**src/rtl/sobel_result_writer_if.sv**
```systemverilog
// Result-stream and output-buffer write bus of the Sobel result writer.
// The slave modport is the writer itself; master is the producer/memory side.
interface sobel_result_writer_if #(
  parameter int CNT_W = 17
);
  logic             start;
  logic [31:0]      out_start_addr;
  logic             result_valid;
  logic [7:0]       result_data;
  logic             result_ready;
  logic             mem_write;
  logic [31:0]      mem_addr;
  logic [7:0]       mem_wdata;
  logic             mem_ack;
  logic             frame_done;
  logic [CNT_W-1:0] pixel_count;

  modport master (
    output start, out_start_addr, result_valid, result_data, mem_ack,
    input  result_ready, mem_write, mem_addr, mem_wdata, frame_done, pixel_count
  );

  modport slave (
    input  start, out_start_addr, result_valid, result_data, mem_ack,
    output result_ready, mem_write, mem_addr, mem_wdata, frame_done, pixel_count
  );
endinterface

```
**src/rtl/sobel_result_writer.sv**
```systemverilog
// Serpentine-order write sequencer: one acknowledged byte write per Sobel result,
// row_base advanced by addition, frame_done after NUM_COLS*NUM_ROWS writes.
module sobel_result_writer #(
  parameter int NUM_COLS   = 160,
  parameter int NUM_ROWS   = 478,
  parameter int ROW_STRIDE = 160,
  parameter int CNT_W      = 17
) (
  input  logic                  clk,
  input  logic                  rst,
  sobel_result_writer_if.slave  bus
);

  localparam int COL_W = (NUM_COLS > 1) ? $clog2(NUM_COLS) : 1;
  localparam int ROW_W = (NUM_ROWS > 1) ? $clog2(NUM_ROWS) : 1;

  localparam logic [COL_W-1:0] COL_LAST = COL_W'(NUM_COLS - 1);
  localparam logic [ROW_W-1:0] ROW_LAST = ROW_W'(NUM_ROWS - 1);
  localparam logic [31:0]      STRIDE   = 32'(ROW_STRIDE);

  localparam logic [2:0] IDLE   = 3'd0;
  localparam logic [2:0] ACCEPT = 3'd1;
  localparam logic [2:0] WRITE  = 3'd2;
  localparam logic [2:0] STEP   = 3'd3;
  localparam logic [2:0] DONE   = 3'd4;

  logic [2:0]       state;
  logic [COL_W-1:0] col;
  logic [ROW_W-1:0] row;
  logic             dir;
  logic [31:0]      row_base;
  logic [31:0]      addr_q;
  logic [7:0]       wdata_q;
  logic [CNT_W-1:0] count_q;
  logic             row_end;

  // With NUM_COLS=1 both ends coincide, so dir toggles every row.
  always_comb begin
    row_end = dir ? (col == '0) : (col == COL_LAST);
  end

  always_ff @(posedge clk or posedge rst) begin
    if (rst) begin
      state    <= IDLE;
      col      <= '0;
      row      <= '0;
      dir      <= 1'b0;
      row_base <= '0;
      addr_q   <= '0;
      wdata_q  <= '0;
      count_q  <= '0;
    end else if (bus.start) begin
      // Restart takes priority over any handshake in flight.
      state    <= ACCEPT;
      row_base <= bus.out_start_addr;
      col      <= '0;
      row      <= '0;
      dir      <= 1'b0;
      count_q  <= '0;
    end else begin
      case (state)
        ACCEPT: begin
          if (bus.result_valid) begin
            wdata_q <= bus.result_data;
            addr_q  <= row_base + 32'(col);
            state   <= WRITE;
          end
        end
        WRITE: begin
          if (bus.mem_ack) begin
            count_q <= count_q + CNT_W'(1);
            state   <= STEP;
          end
        end
        STEP: begin
          if (row_end && row == ROW_LAST) begin
            state <= DONE;
          end else if (row_end) begin
            row      <= row + ROW_W'(1);
            row_base <= row_base + STRIDE;
            dir      <= ~dir;
            state    <= ACCEPT;
          end else begin
            col   <= dir ? col - COL_W'(1) : col + COL_W'(1);
            state <= ACCEPT;
          end
        end
        IDLE, DONE: state <= state;
        default: state <= IDLE;
      endcase
    end
  end

  assign bus.result_ready = (state == ACCEPT);
  assign bus.mem_write    = (state == WRITE);
  assign bus.frame_done   = (state == DONE);
  assign bus.mem_addr     = addr_q;
  assign bus.mem_wdata    = wdata_q;
  assign bus.pixel_count  = count_q;

endmodule

```
**src/flat_wrapper.sv**
```systemverilog
// flat-port wrapper written by rule: the top's interface ports become plain ports
module sobel_result_writer_flat 
#(
  parameter int NUM_COLS   = 160,
  parameter int NUM_ROWS   = 478,
  parameter int ROW_STRIDE = 160,
  parameter int CNT_W      = 17
)
  (clk, rst, bus_start, bus_out_start_addr, bus_result_valid, bus_result_data, bus_mem_ack, bus_result_ready, bus_mem_write, bus_mem_addr, bus_mem_wdata, bus_frame_done, bus_pixel_count);
  sobel_result_writer_if #(.CNT_W(CNT_W)) bus_i ();
  input  logic clk;
  input  logic rst;
  input wire logic [$bits(bus_i.start)-1:0] bus_start;
  input wire logic [$bits(bus_i.out_start_addr)-1:0] bus_out_start_addr;
  input wire logic [$bits(bus_i.result_valid)-1:0] bus_result_valid;
  input wire logic [$bits(bus_i.result_data)-1:0] bus_result_data;
  input wire logic [$bits(bus_i.mem_ack)-1:0] bus_mem_ack;
  output wire logic [$bits(bus_i.result_ready)-1:0] bus_result_ready;
  output wire logic [$bits(bus_i.mem_write)-1:0] bus_mem_write;
  output wire logic [$bits(bus_i.mem_addr)-1:0] bus_mem_addr;
  output wire logic [$bits(bus_i.mem_wdata)-1:0] bus_mem_wdata;
  output wire logic [$bits(bus_i.frame_done)-1:0] bus_frame_done;
  output wire logic [$bits(bus_i.pixel_count)-1:0] bus_pixel_count;
  assign bus_i.start = bus_start;
  assign bus_i.out_start_addr = bus_out_start_addr;
  assign bus_i.result_valid = bus_result_valid;
  assign bus_i.result_data = bus_result_data;
  assign bus_i.mem_ack = bus_mem_ack;
  assign bus_result_ready = bus_i.result_ready;
  assign bus_mem_write = bus_i.mem_write;
  assign bus_mem_addr = bus_i.mem_addr;
  assign bus_mem_wdata = bus_i.mem_wdata;
  assign bus_frame_done = bus_i.frame_done;
  assign bus_pixel_count = bus_i.pixel_count;
  sobel_result_writer #(.NUM_COLS(NUM_COLS), .NUM_ROWS(NUM_ROWS), .ROW_STRIDE(ROW_STRIDE), .CNT_W(CNT_W)) u_core (.clk(clk), .rst(rst), .bus(bus_i));
endmodule
```
**config.mk**
```make
export PLATFORM = sky130hd
export DESIGN_NAME = sobel_result_writer_flat
export DESIGN_NICKNAME = d
export VERILOG_FILES = /design/src/rtl/sobel_result_writer_if.sv /design/src/rtl/sobel_result_writer.sv /design/src/flat_wrapper.sv
export SDC_FILE = /design/constraint.sdc
export NUM_CORES = 1
export LEC_CHECK = 0
export CAP_MARGIN = 15
export CORE_AREA = 8 8 126 128
export CTS_CLUSTER_DIAMETER = 50
export DETAILED_ROUTE_END_ITERATION = 12
export DIE_AREA = 0 0 134 136
export PLACE_DENSITY = 0.65
export SETUP_SLACK_MARGIN = 0.1
export SLEW_MARGIN = 20
export SYNTH_ARGS = -nofsm -noshare
export SYNTH_HDL_FRONTEND = slang
export SYNTH_SLANG_ARGS = --single-unit
```
**constraint.sdc**
```tcl
create_clock -name clk -period 9.3 [get_ports clk]
set_input_delay 1.395 -clock clk [delete_from_list [all_inputs] [get_ports clk]]
set_output_delay 1.395 -clock clk [all_outputs]
set_load 0.03 [all_outputs]
```
Word-level counts from Yosys, hierarchy flattened. Cells that the tools add are included.

Register bits after elaboration: 110. Input port bits: 45. Output and inout port bits: 60. Word-level logic and storage cells: 66.

Mux-type cells: 26. Reduce and logical (&&, ||, !) cells: 13. Add/sub/neg operators: 6. Bitwise operators: 2. Eq/ne operators: 11.

Operator list (number): 2-to-1 mux 32 bit (4); 2-to-1 mux 17 bit (3); 2-to-1 mux 8 bit (5); 2-to-1 mux 9 bit (4); adder 32 x 8 -> 32 bit (1); adder 32 x 8 -> 32 bit (second input constant) (1); adder 17 x 1 -> 17 bit (second input constant) (1); 2-to-1 mux 3 bit (4); case mux 3 bit (4 select lines) (1); AND reduction 3 bit (4); adder 9 x 1 -> 9 bit (second input constant) (1); == test 9 bit (second input constant) (1); adder 8 x 1 -> 8 bit (second input constant) (1); == test 8 bit (second input constant) (1); zero test 8 bit (1); nonzero test 2 bit (4); subtractor 8 x 1 -> 8 bit (second input constant) (1); == test 3 x 2 -> 1 bit (second input constant) (2); inequality test 2 bit (second input constant) (3); inequality test 3 bit (second input constant) (2); 2-to-1 mux 1 bit (5); == test 3 x 1 -> 1 bit (second input constant) (1); == test 3 bit (second input constant) (1); zero test 3 bit (1); 4 further kinds (5).

Depth between registers and ports, before layout.
Word-level depth: 6. Mapped depth: 8. Depth with buffers taken out: 8.

Worst setup path after synthesis. OpenSTA, ideal clock, no wires.

Kind: input-to-reg. From: input port bus_start. To: register u_core.addr_q[0] (netlist: u_core.bus.mem_addr[0]). Buffers on the path: 2. Arrival time: 2547 ps. Setup slack: 6629 ps. Data required time: 9175 ps. Setup time: 125 ps. Stages: 4. Cell sequence: clkbuf_1 nand3b_1 clkbuf_1 mux2_2.

Cells in the longest elaborated chain, start to end: 2.

Ends and longest elaborated chain: start: declaration (line flat_wrapper.sv:13) `input wire logic [$bits(bus_i.start)-1:0] bus_start;`; NOT 1 bit (no source line); AND reduction 3 bit (no source line); end signal: assignment (line sobel_result_writer.sv:65) `addr_q <= row_base + 32'(col);`; end: declaration (line sobel_result_writer.sv:32) `logic [31:0] addr_q;`.

Every way passes these cells. A chain may end at the register's enable or synchronous reset.

Final worst setup path.
From: register u_core.state[1]. To: output port bus_frame_done.

Cells in the longest elaborated chain, start to end: 1.

Ends and longest elaborated chain: start: declaration (line sobel_result_writer.sv:27) `logic [2:0] state;`; start signal: assignment (line sobel_result_writer.sv:88) `IDLE, DONE: state <= state;`; == test 3 bit (line sobel_result_writer.sv:96) `assign bus.frame_done = (state == DONE);`; end: declaration (line flat_wrapper.sv:22) `output wire logic [$bits(bus_i.frame_done)-1:0] bus_frame_done;`.

Every way passes these cells.

==> out/summary.md <==
- **run status** finished clean
- **final number of max-transition violations** 0
- **TritonCTS clock tree** done
- **total wire length** 15.2 mm
- **Core Area** 14000 um2
- **worst-path fanout max** 8
- **crit path launch** u_core.state[1]
- **Worst Setup Slack, final** 6.08 ns
- **Residual DRC** 0
- **top-level I/O count** 105
- **Sinks on Clock Net** 110
- **required time at the worst-slack endpoint** 7.91 ns
- **area enclosed by the die boundary** 18200 um2
- **Clock Skew** 0.0120 ns
- **Post-CTS Setup Inserts** 0
- **global-route usage over all layers** 17.1%
- **minimum clock period** 3.22 ns
- **number of diodes** 0
- **Slowest Stage Delay on Critical Path** 0.74 ns
- **type of destination of the critical path** output port
- **type of the setup path with the least slack** flip-flop to output port
- **dominant cell by count in the synthesized netlist** sky130_fd_sc_hd__dfrtp_1
- **clock insertion delay at the later pin of the skew report** 0.36 ns
- **hold_ws** 0.480 ns
- **remaining global-route overflow** 0
- **netlist area before placement** 6120 um2
- **share of total power in the clock network** 30.7%
- **number of H-tree levels** 3
- **length of the first detailed-routing pass in iterations** 5
- **DPL Wire Length** 10.8 mm
- **average footprint of a synthesized cell** 9.41 um2
- **ranking of synthesized cells by area** sky130_fd_sc_hd__dfrtp_1 45%, sky130_fd_sc_hd__xor2_1 7.7%, sky130_fd_sc_hd__o21ai_0 5.2%
- **cell area after layout** 7560 um2
- **via count of the first global-routing pass** 5095
- **post-route ant nets** 0
- **number of gates resized after cts** 0
- **Yosys cell types** 52
- **maximum achievable frequency** 310 MHz
- **transition at the pin with the smallest max-transition slack** 1.10 ns
- **Max Cap Violations** 0
- **width of the die** 134 um
- **count of synthesis-stage warnings from yosys** 0
- **number of fillers in the final layout** 1290
- **share of Yosys cell area claimed by the top area cell type** 45.0%
- **number of input and output port buffers inserted** 104
- **arrival time reported for the critical path endpoint** 1.83 ns
- **fraction of final layout cells sized beyond drive strength 1** 5.96%
- **Fin. Hold Viols** 0
- **Syn-to-layout area delta** 23.6%
- **net switching power** 399 uW
- **startpoint of the worst hold path** u_core.bus.mem_addr[10]
- **combined area of the multi-input logic cells** 3180 um2
- **average wire length per cell after detail routing** 16.4 um
- **number of register bits inferred by synthesis** 110
- **number of nets in the layout** 798
- **total negative slack for setup checks** 0 ns
- **most used flip-flop cell after synthesis** sky130_fd_sc_hd__dfrtp_1
- **cell leakage power** 3.11 nW
- **Async SR Flop Fraction** 100%
- **Post-CTS Hold Buffers** 0
- **leading area contributor after synthesis** sky130_fd_sc_hd__dfrtp_1
- **power density relative to cell area** 168 nW/um2
- **Via-to-Cell Ratio** 5.38
- **commonest cells in the synthesized netlist** 110 x sky130_fd_sc_hd__dfrtp_1, 79 x sky130_fd_sc_hd__nand2_1, 64 x sky130_fd_sc_hd__o21ai_0
- **nature of the critical path startpoint** flip-flop
- **wire length of the first global-routing pass** 25.3 mm
- **share of total power consumed by net switching** 31.3%
- **Crit-path slowest cell** sky130_fd_sc_hd__clkdlybuf4s50_1
- **global placer's final weighted congestion** 0.880
- **Final Cycle Share** 34.6%
- **sequential share of power** 45.2%
- **RSZ-0062 raised after global routing** no
- **clk buf depth** 2
- **Setup Viol. Count Final** 0
- **setup slack at placement** 5.81 ns
- **Die Y** 136 um
- **total cell area at the placement stage** 7260 um2
- **number of enable flip-flop cells after synthesis** 0
- **antenna violations before repair** 1
- **maximum number of pins on one net before global-route repair** 100
- **type of the most critical hold path** flip-flop to flip-flop
- **root buffer cell** sky130_fd_sc_hd__clkbuf_16
- **floorplan row count** 44
- **Clock transition at path regs** 0.08 ns
- **sequential cell area** 2750 um2
- **worst relative slew slack** 26.5%
- **starting utilization of the core area** 43.6%
- **Power Internal** 876 uW
- **part of the total power dissipated in combinational logic** 24.0%
- **total clock buffers created by CTS** 9
- **R2R Path Start** u_core.col[0]
- **Cell Chain, Critical Path** nor3b_1 -> clkdlybuf4s50_1
- **synthesized netlist net count** 715
- **Worst VDD drop** 0.0817 mV
- **cells after synthesis** 650
- **Seq/Total Area, Yosys** 45.0%
- **Via Count** 4963
- **initial drt markers** 368
==> routing by layer <==
metal  GRT usage [%]  part of all wire [%]  vias up
li1                -                     -     2419
met1            22.6                    46     2358
met2            26.3                    46      164
met3            3.88                   6.5       20
met4            7.61                   1.9        2
met5               0                 0.086        -
==> state kept, by name, indices dropped and copies added, names as in the netlist <==
name                    flops
u_core.bus.mem_addr        32
u_core.row_base            32
u_core.bus.pixel_count     17
u_core.row                  9
u_core.bus.mem_wdata        8
u_core.col                  8
u_core.state                3
u_core.dir                  1
==> path summary, 6_finish.rpt <==
kind	endpoint	slack (ns)	depth (start not counted)
max	bus_frame_done	6.08	2
min	u_core.bus.mem_addr[10]	0.48	2
max reg2reg	u_core.bus.mem_addr[14]	6.48	8
min reg2reg	u_core.bus.mem_addr[10]	0.48	2
max in group asynchronous	u_core.row[5]	6.58	3
min in group asynchronous	u_core.bus.mem_wdata[3]	1.45	2
==> worst max-delay path: cells and delay by family, from the launching register on <==
kind                   cells  cell delay, ns
buffers and inverters      1            0.74
flip-flops                 1            0.46
AND/OR/NAND/NOR            1            0.27
==> stage by stage <==
stage	utilization, %	instances	total power, mW
final	53.9	922	1.27
after CTS	53.9	922	1.29
after global placement	51.7	906	0.890
after global routing	53.9	922	1.34
after detailed placement	51.7	906	0.897
after floorplan	-	650	0.758
==> placed cells by master (no fill, tap or decap), types with 10 or more instances in the layout <==
master                            count
sky130_fd_sc_hd__nand2_1             79
sky130_fd_sc_hd__clkdlybuf4s50_1    103
sky130_fd_sc_hd__mux2_2              15
sky130_fd_sc_hd__nand3_1             18
sky130_fd_sc_hd__and2_1              10
sky130_fd_sc_hd__a21oi_1             16
sky130_fd_sc_hd__xnor2_1             29
sky130_fd_sc_hd__nor2_1              57
sky130_fd_sc_hd__o21ai_0             64
sky130_fd_sc_hd__nor3_1              19
sky130_fd_sc_hd__ha_1                18
sky130_fd_sc_hd__dfrtp_1            110
sky130_fd_sc_hd__nand4_1             34
sky130_fd_sc_hd__xor2_1              54
==> kinds of logic after synthesis <==
group	after synthesis	share of synthesized area, %
compound gates	101	9.14
xor+xnor	83	11.9
fa+ha+maj	20	4.34
buf+inv	45	3.23
flops	110	45.0
mux	21	3.74
simple gates	270	22.7
==> power by group through the flow <==
stage / clock network [mW] / registers (mW) / logic [mW]
final: 0.392 / 0.577 / 0.306
after global routing: 0.421 / 0.585 / 0.332
after CTS: 0.400 / 0.577 / 0.311
after detailed placement: 0 / 0.586 / 0.310
after global placement: 0 / 0.584 / 0.306
after floorplan: 0 / 0.659 / 0.0997
==> layout make-up <==
class,instances,area share [%]
clock buffer,10,3.03
clock inverter,6,0.943
inverter,9,0.480
multi-input combinational,495,42.0
sequential,110,36.4
tap,184,3.04
timing repair buffer,108,14.1
Power figures use the tool's default switching activity.
